## src/rtl/logic_unit_pkg.sv

```systemverilog
// Shared definitions for the pipelined logical/compare unit: the operation
// codes for both decodes and a default-width result record.
package logic_unit_pkg;

  // Non-branch (logical / set / min-max) decode of funct
  localparam logic [3:0] FN_SLT  = 4'b0010;
  localparam logic [3:0] FN_SLTU = 4'b0011;
  localparam logic [3:0] FN_XOR  = 4'b0100;
  localparam logic [3:0] FN_OR   = 4'b0110;
  localparam logic [3:0] FN_AND  = 4'b0111;
  localparam logic [3:0] FN_MIN  = 4'b1000;
  localparam logic [3:0] FN_MAX  = 4'b1001;
  localparam logic [3:0] FN_MINU = 4'b1010;
  localparam logic [3:0] FN_MAXU = 4'b1011;
  localparam logic [3:0] FN_XNOR = 4'b1100;
  localparam logic [3:0] FN_ORN  = 4'b1110;
  localparam logic [3:0] FN_ANDN = 4'b1111;

  // Branch-compare decode of funct (funct[3]=1 never matches, so never taken)
  localparam logic [3:0] BR_EQ  = 4'b0000;
  localparam logic [3:0] BR_NE  = 4'b0001;
  localparam logic [3:0] BR_LT  = 4'b0100;
  localparam logic [3:0] BR_GE  = 4'b0101;
  localparam logic [3:0] BR_LTU = 4'b0110;
  localparam logic [3:0] BR_GEU = 4'b0111;

  // Default widths of the result record; the pipe builds its own copy from
  // its XLEN/TAG_W parameters with the same field order.
  localparam int LU_XLEN  = 32;
  localparam int LU_TAG_W = 5;

  typedef struct packed {
    logic [LU_XLEN-1:0]  res;
    logic                taken;
    logic [LU_TAG_W-1:0] tag;
  } lu_result_t;

endpackage

```

## src/rtl/logic_unit_core.sv

```systemverilog
// Purely combinational decode/compute of one logical or branch-compare op.
module logic_unit_core
  import logic_unit_pkg::*;
#(
  parameter int XLEN = 32
) (
  input  logic [3:0]      funct_i,
  input  logic            is_branch_i,
  input  logic [XLEN-1:0] op1_i,
  input  logic [XLEN-1:0] op2_i,
  output logic [XLEN-1:0] res_o,
  output logic            taken_o
);

  logic eq;
  logic lt_s;
  logic lt_u;

  assign eq   = (op1_i == op2_i);
  assign lt_s = ($signed(op1_i) < $signed(op2_i));
  assign lt_u = (op1_i < op2_i);

  // Branch ops only drive taken, logical ops only drive res; the other is 0
  always_comb begin
    res_o   = '0;
    taken_o = 1'b0;
    if (is_branch_i) begin
      case (funct_i)
        BR_EQ:   taken_o = eq;
        BR_NE:   taken_o = !eq;
        BR_LT:   taken_o = lt_s;
        BR_GE:   taken_o = !lt_s;
        BR_LTU:  taken_o = lt_u;
        BR_GEU:  taken_o = !lt_u;
        default: taken_o = 1'b0;
      endcase
    end else begin
      case (funct_i)
        FN_SLT:  res_o = {{(XLEN-1){1'b0}}, lt_s};
        FN_SLTU: res_o = {{(XLEN-1){1'b0}}, lt_u};
        FN_XOR:  res_o = op1_i ^ op2_i;
        FN_OR:   res_o = op1_i | op2_i;
        FN_AND:  res_o = op1_i & op2_i;
        FN_MIN:  res_o = lt_s ? op1_i : op2_i;
        FN_MAX:  res_o = lt_s ? op2_i : op1_i;
        FN_MINU: res_o = lt_u ? op1_i : op2_i;
        FN_MAXU: res_o = lt_u ? op2_i : op1_i;
        FN_XNOR: res_o = ~(op1_i ^ op2_i);
        FN_ORN:  res_o = op1_i | ~op2_i;
        FN_ANDN: res_o = op1_i & ~op2_i;
        default: res_o = '0;
      endcase
    end
  end

endmodule

```

## src/rtl/logic_unit_pipe.sv

```systemverilog
// Pipelined logical/compare unit: valid/ready stages around logic_unit_core,
// one (LATENCY=1) or two (LATENCY=2) register stages deep.
//
// Handshake: a transfer happens on a rising edge where valid and ready are
// both 1. Once out_valid_o is high its payload holds until out_ready_i takes
// it. in_ready_o depends on out_ready_i but never on in_valid_i. flush_i
// clears every valid bit on its edge and discards any op offered then.
module logic_unit_pipe
  import logic_unit_pkg::*;
#(
  parameter int XLEN    = 32,
  parameter int LATENCY = 1,
  parameter int TAG_W   = 5
) (
  input  logic             clk_i,
  input  logic             rst_n_i,
  input  logic             flush_i,
  input  logic             in_valid_i,
  output logic             in_ready_o,
  input  logic [3:0]       funct_i,
  input  logic             is_branch_op_i,
  input  logic [XLEN-1:0]  op1_i,
  input  logic [XLEN-1:0]  op2_i,
  input  logic [TAG_W-1:0] tag_i,
  output logic             out_valid_o,
  input  logic             out_ready_i,
  output logic [XLEN-1:0]  res_o,
  output logic             branch_taken_o,
  output logic [TAG_W-1:0] tag_o
);

  typedef struct packed {
    logic [XLEN-1:0]  res;
    logic             taken;
    logic [TAG_W-1:0] tag;
  } result_t;

  typedef struct packed {
    logic [3:0]       funct;
    logic             is_branch;
    logic [XLEN-1:0]  op1;
    logic [XLEN-1:0]  op2;
    logic [TAG_W-1:0] tag;
  } operand_t;

  // Core inputs come from the ports (LATENCY=1) or from stage 0 (LATENCY=2)
  logic [3:0]       core_funct;
  logic             core_is_branch;
  logic [XLEN-1:0]  core_op1;
  logic [XLEN-1:0]  core_op2;
  logic [TAG_W-1:0] core_tag;
  logic [XLEN-1:0]  core_res;
  logic             core_taken;

  // Output stage, common to both latencies
  result_t out_q;
  result_t out_d;
  logic    out_valid_q;
  logic    accept;

  logic_unit_core #(.XLEN(XLEN)) u_core (
    .funct_i     (core_funct),
    .is_branch_i (core_is_branch),
    .op1_i       (core_op1),
    .op2_i       (core_op2),
    .res_o       (core_res),
    .taken_o     (core_taken)
  );

  assign out_d  = {core_res, core_taken, core_tag};
  assign accept = in_valid_i & in_ready_o & !flush_i;

  // Any LATENCY other than 1 builds the two-stage pipe
  if (LATENCY == 1) begin : g_lat1
    assign core_funct     = funct_i;
    assign core_is_branch = is_branch_op_i;
    assign core_op1       = op1_i;
    assign core_op2       = op2_i;
    assign core_tag       = tag_i;
    assign in_ready_o     = !out_valid_q | out_ready_i;

    // Single stage: compute on the accept edge, hold while stalled
    always_ff @(posedge clk_i or negedge rst_n_i) begin
      if (!rst_n_i) begin
        out_valid_q <= 1'b0;
        out_q       <= '0;
      end else begin
        if (flush_i) begin
          out_valid_q <= 1'b0;
        end else if (in_ready_o) begin
          out_valid_q <= in_valid_i;
        end
        if (accept) begin
          out_q <= out_d;
        end
      end
    end
  end else begin : g_lat2
    operand_t s0_q;
    logic     s0_valid_q;
    logic     s1_load;
    logic     s0_adv;

    assign core_funct     = s0_q.funct;
    assign core_is_branch = s0_q.is_branch;
    assign core_op1       = s0_q.op1;
    assign core_op2       = s0_q.op2;
    assign core_tag       = s0_q.tag;

    // Stage 1 loads when empty or being drained this edge (bubbles collapse)
    assign s1_load    = !out_valid_q | out_ready_i;
    assign s0_adv     = s0_valid_q & s1_load;
    assign in_ready_o = !s0_valid_q | s0_adv;

    // Stage 0 registers operands, stage 1 registers the computed result
    always_ff @(posedge clk_i or negedge rst_n_i) begin
      if (!rst_n_i) begin
        s0_valid_q  <= 1'b0;
        s0_q        <= '0;
        out_valid_q <= 1'b0;
        out_q       <= '0;
      end else begin
        if (flush_i) begin
          s0_valid_q  <= 1'b0;
          out_valid_q <= 1'b0;
        end else begin
          if (s1_load) begin
            out_valid_q <= s0_valid_q;
          end
          if (in_ready_o) begin
            s0_valid_q <= in_valid_i;
          end
        end
        if (s0_adv) begin
          out_q <= out_d;
        end
        if (accept) begin
          s0_q <= {funct_i, is_branch_op_i, op1_i, op2_i, tag_i};
        end
      end
    end
  end

  assign out_valid_o    = out_valid_q;
  assign res_o          = out_q.res;
  assign branch_taken_o = out_q.taken;
  assign tag_o          = out_q.tag;

endmodule

```

## config.mk

```make
export PLATFORM = sky130hd
export DESIGN_NAME = logic_unit_pipe
export DESIGN_NICKNAME = d
export VERILOG_FILES = /design/src/rtl/logic_unit_pkg.sv /design/src/rtl/logic_unit_core.sv /design/src/rtl/logic_unit_pipe.sv
export SDC_FILE = /design/constraint.sdc
export NUM_CORES = 1
export LEC_CHECK = 0
export BUFFER_PORTS_ARGS = -buffer_cell sky130_fd_sc_hd__buf_4
export CORE_UTILIZATION = 30
export CTS_CLUSTER_SIZE = 10
export DETAILED_ROUTE_END_ITERATION = 6
export PLACE_DENSITY = 0.46
export SLEW_MARGIN = 5
export SYNTH_ARGS = -nofsm -noshare
export SYNTH_HDL_FRONTEND = slang
export SYNTH_HIERARCHICAL = 1
export SYNTH_SLANG_ARGS = --single-unit
```

## constraint.sdc

```tcl
create_clock -name clk_i -period 1.8 [get_ports clk_i]
set_input_delay 0.09 -clock clk_i [delete_from_list [all_inputs] [get_ports clk_i]]
set_output_delay 0.09 -clock clk_i [all_outputs]
set_load 0.02 [all_outputs]
```

==> results list <==
- Outcome: finished, violations left
- The checks that failed: setup timing.
- Type of the worst setup path: input port to flop
- The biggest area contributor in the post-synthesis netlist is dfrtp_1.
- Worst min-delay path class: input port to flop
* Sequential element share of the synthesized area: 22.03%
* Synthesis warning total: 6
* Critical register-to-register path endpoint: tag_o[3]
- Count of TritonRoute iterations in the first routing pass: 4
* Max FO, Critical Path: 5
- Share of the cycle needed by the critical path after routing: 137.5%
* Post-detailed-route DRC marker count: 0
- Critical Path Start Type: input port
- Logic gate share of total power: 46.3%
- The floorplan step defined a core boundary enclosing 0.01448 mm2.
* Cell with the biggest individual delay on the critical path: ha_1
- Remaining Overflow, GRT: 0
* Wire length of the first global-routing pass: 23.35 mm
- The worst setup path is captured at a flop.
- Across every metal layer, demand over resource in global routing totals 19.91%.
- After the first detailed-routing iteration, the DRC count stood at 200.
- In this run, flip-flops and latches consume 24.8% of the power.
- Antenna violations before repair: 0
- Number of inserted diodes: 0
* Number of primary I/O pins: 119
* Count of flip-flops with a built-in enable after synthesis: 0
* Synth top area cells: dfrtp_1, a21oi_1, ha_1, xnor2_1, mux2_4
- Cell area after synthesis: 0.004430 mm2
* Number of distinct library cells after synthesis: 59
- Remaining max-slew budget at the tightest pin: 58.81%
- Clock tree synthesis selected as its root buffer the cell clkbuf_16.
- PortBufs: 118
* Placed cells: 912
* Hold violation count in the final report: 0
* Pin count of the biggest net entering global routing: 40
- First element of the critical path: op1_i[29]
* Number of fill cells: 1394
* Max Clk Rate: 0.4040 GHz
- Sum of routed wire length over all layers: 14.83 mm
- Setup violations remaining at the end of the flow were counted as 33.
* Half-perimeter wire length of the detailed placement result: 10.92 mm
- Internal power consumption: 2.831 mW
- Routed wire length per instance: 15.96 um
* Worst setup slack after layout: -675.0 ps
- Counting along the longest clock path gives a buffer depth of 2.
- Slew at the pin closest to its max-slew limit: 617.9 ps
- The via count of the first global-routing pass came to 4715.
* Finished Layout Cells: 929
* Routability Congestion: 0.8221
- Cell Pwr Density: 587.4 mW/mm2
- Clock slew seen by the registers of the worst setup and hold paths: 60 ps
* Predominant post-synthesis flop cell: dfrtp_1
- Most frequent cells after synthesis: a21oi_1, dfrtp_1, xnor2_1, inv_1, xor2_1
* Slack of the worst reg-to-reg path: 280 ps
* Starting Density: 30.60%
- Registers take 975.9 um2.
* Num CTS Buffers: 5
- Clock tree from TritonCTS: built
* Detailed-route via count: 4644
- The H-tree generated during clock tree synthesis spans 2 levels.
- Post-Syn Nets: 624
* Die width: 123.5 um
- The most common cell in the synthesized netlist is a21oi_1.
- Fraction of layout instances using a drive strength above 1: 52.08%
* Destination of the critical timing path: branch_taken_o
- Required time of the critical path: 1980 ps
- Syn avg cell area: 8.636 um2
* CP cell instances: buf_4 > ha_1 > nand4_2 > buf_4 > a21oi_1 > nor2_1 > buf_4 > a31oi_2 > buf_4 > a211oi_4 > buf_4 > buf_4 > a2bb2oi_1 > o22ai_1 > and3b_1 > mux2_4
* Clock net sink count: 39
- Clk_lat worst skew: 300 ps
- Row generation in the floorplan step produced 44 rows.
- Counting every instance in the synthesized netlist gives 513.
- The count of nets left with antenna violations once routing finished came out at 0.
* Arrival time reported for the critical path endpoint: 2660 ps
- For the final database, setup skew stands at 3.570 ps.
- Layout net count: 855
- Vertical die dimension: 123.5 um
- Counting cells, the worst reg-to-reg path comes to 4.
* Portion of synthesized cell area occupied by the leading cell type: 22.03%
- Net switching is 33.11% of the power.
* Area added between synthesis and finish: 62.61%
* Post-route setup TNS: -20190 ps
- Final count of pins violating max slew: 0
- Die outline area: 0.01526 mm2
- Summed over all cells, the static leakage comes to 3.307 nW.
- Of the total power, the clock network draws 28.9%.
- The tool flagged a number of max-cap violations equal to 0.
- Most used cell along the critical path: buf_4
- Max stage delay on crit path: 320 ps
- Async set-reset flop share out of synthesis: 100.0%
- Minimum period implied by the final worst setup slack: 2475 ps
- Per-cell via count in the routed design: 4.999
* Net switching component of the power: 1.401 mW
- Synthesis inferred 39 register bits.
* Multi-input combinational cell area: 0.003586 mm2
- Reg-to-reg critical path startpoint: out_valid_o
* IR Drop Worst-Case VDD: 0.0003584 V
- RSZ-0062 raised after global routing: true
metrics by stage:
stage / hold WS (ps) / utilization (%) / worst slack [ps] / power, mW / cell area (um2)
after floorplan: -205.6 / - / -658.6 / 2.088 / 4695
after global placement: 137.7 / 45.71 / -1005 / 2.894 / 6619
after detailed placement: 141.7 / 45.71 / -1052 / 2.911 / 6619
after CTS: 14.78 / 49.08 / -623.0 / 4.252 / 7107
after global routing: 19.51 / 49.76 / -806.2 / 4.481 / 7204
final: 21.25 / 49.76 / -675.0 / 4.232 / 7204
worst min-delay path by stage:
stage / start / to / slack [ps] / cells after the start
floorplan: rst_n_i / branch_taken_o / -210 / 0
global placement: rst_n_i / res_o[5] / 140 / 1
detailed placement: rst_n_i / res_o[5] / 140 / 1
CTS: tag_i[4] / tag_o[4] / 10 / 2
global route: tag_i[2] / tag_o[2] / 20 / 2
finish: in_valid_i / out_valid_o / 20 / 3
repair_timing:
action	4_1_cts	5_1_grt
buffers inserted	7	2
resized for setup	52	16
hold endpoints to repair	40	0
setup endpoints to repair	33	33
hold buffers	2	0
pin swaps	10	4
cell type report:
type                       instances  area share [%]
clock buffer                       6           1.789
sequential                        39           13.55
timing repair buffer             260           28.78
tap                              184           3.196
multi-input combinational        404           49.77
inverter                          34           2.084
clock inverter                     2          0.8336
metal layers:
metal | vias to the layer above | GRT usage, % | wire length, um
li1 | 2288 | - | -
met1 | 2216 | 25.22 | 6736
met2 | 121 | 34.71 | 7310
met3 | 19 | 3.183 | 583
met4 | 0 | 5.422 | 198
met5 | - | 0 | 0
layout by cell type, fill, tap and decap left out, types with 13 or more instances in the layout:
cell        n
buf_4     238
a21oi_1    75
dfrtp_1    39
xnor2_1    33
xor2_1     33
mux2_4     30
o22ai_1    30
nand2b_1   27
a21oi_2    26
inv_1      25
ha_1       18
nor2_1     17
buf_6      13
ha_4       13
critical path: cells and delay by family:
family | cells | cell delay (ps)
compound gates | 5 | 700
fa+ha+maj | 1 | 320
buf+inv | 6 | 900
mux | 1 | 260
simple gates | 3 | 390
flip-flops by register name, summed over array words and instances (netlist names):
register / flops
res_o: 32
tag_o: 5
branch_taken_o: 1
out_valid_o: 1
power by group through the flow:
stage               Combinational, mW  Sequential (mW)  Clock (mW)
CTS                              1.95             1.05        1.25
global route                     2.13             1.06        1.29
detailed placement               1.85             1.06           0
finish                           1.96             1.05        1.22
global placement                 1.83             1.06           0
floorplan                       0.900             1.19           0
kinds of logic (layout without fill, tap and decap cells):
group	count (synthesis)	count (layout)	share of synthesized area, %
compound gates	167	167	22.85
simple gates	96	96	12.96
buf+inv	70	302	7.625
mux	41	41	12.06
xor+xnor	68	68	13.44
flops	39	39	22.03
fa+ha+maj	32	32	9.037
No activity file was read; power rests on OpenSTA's default activity.
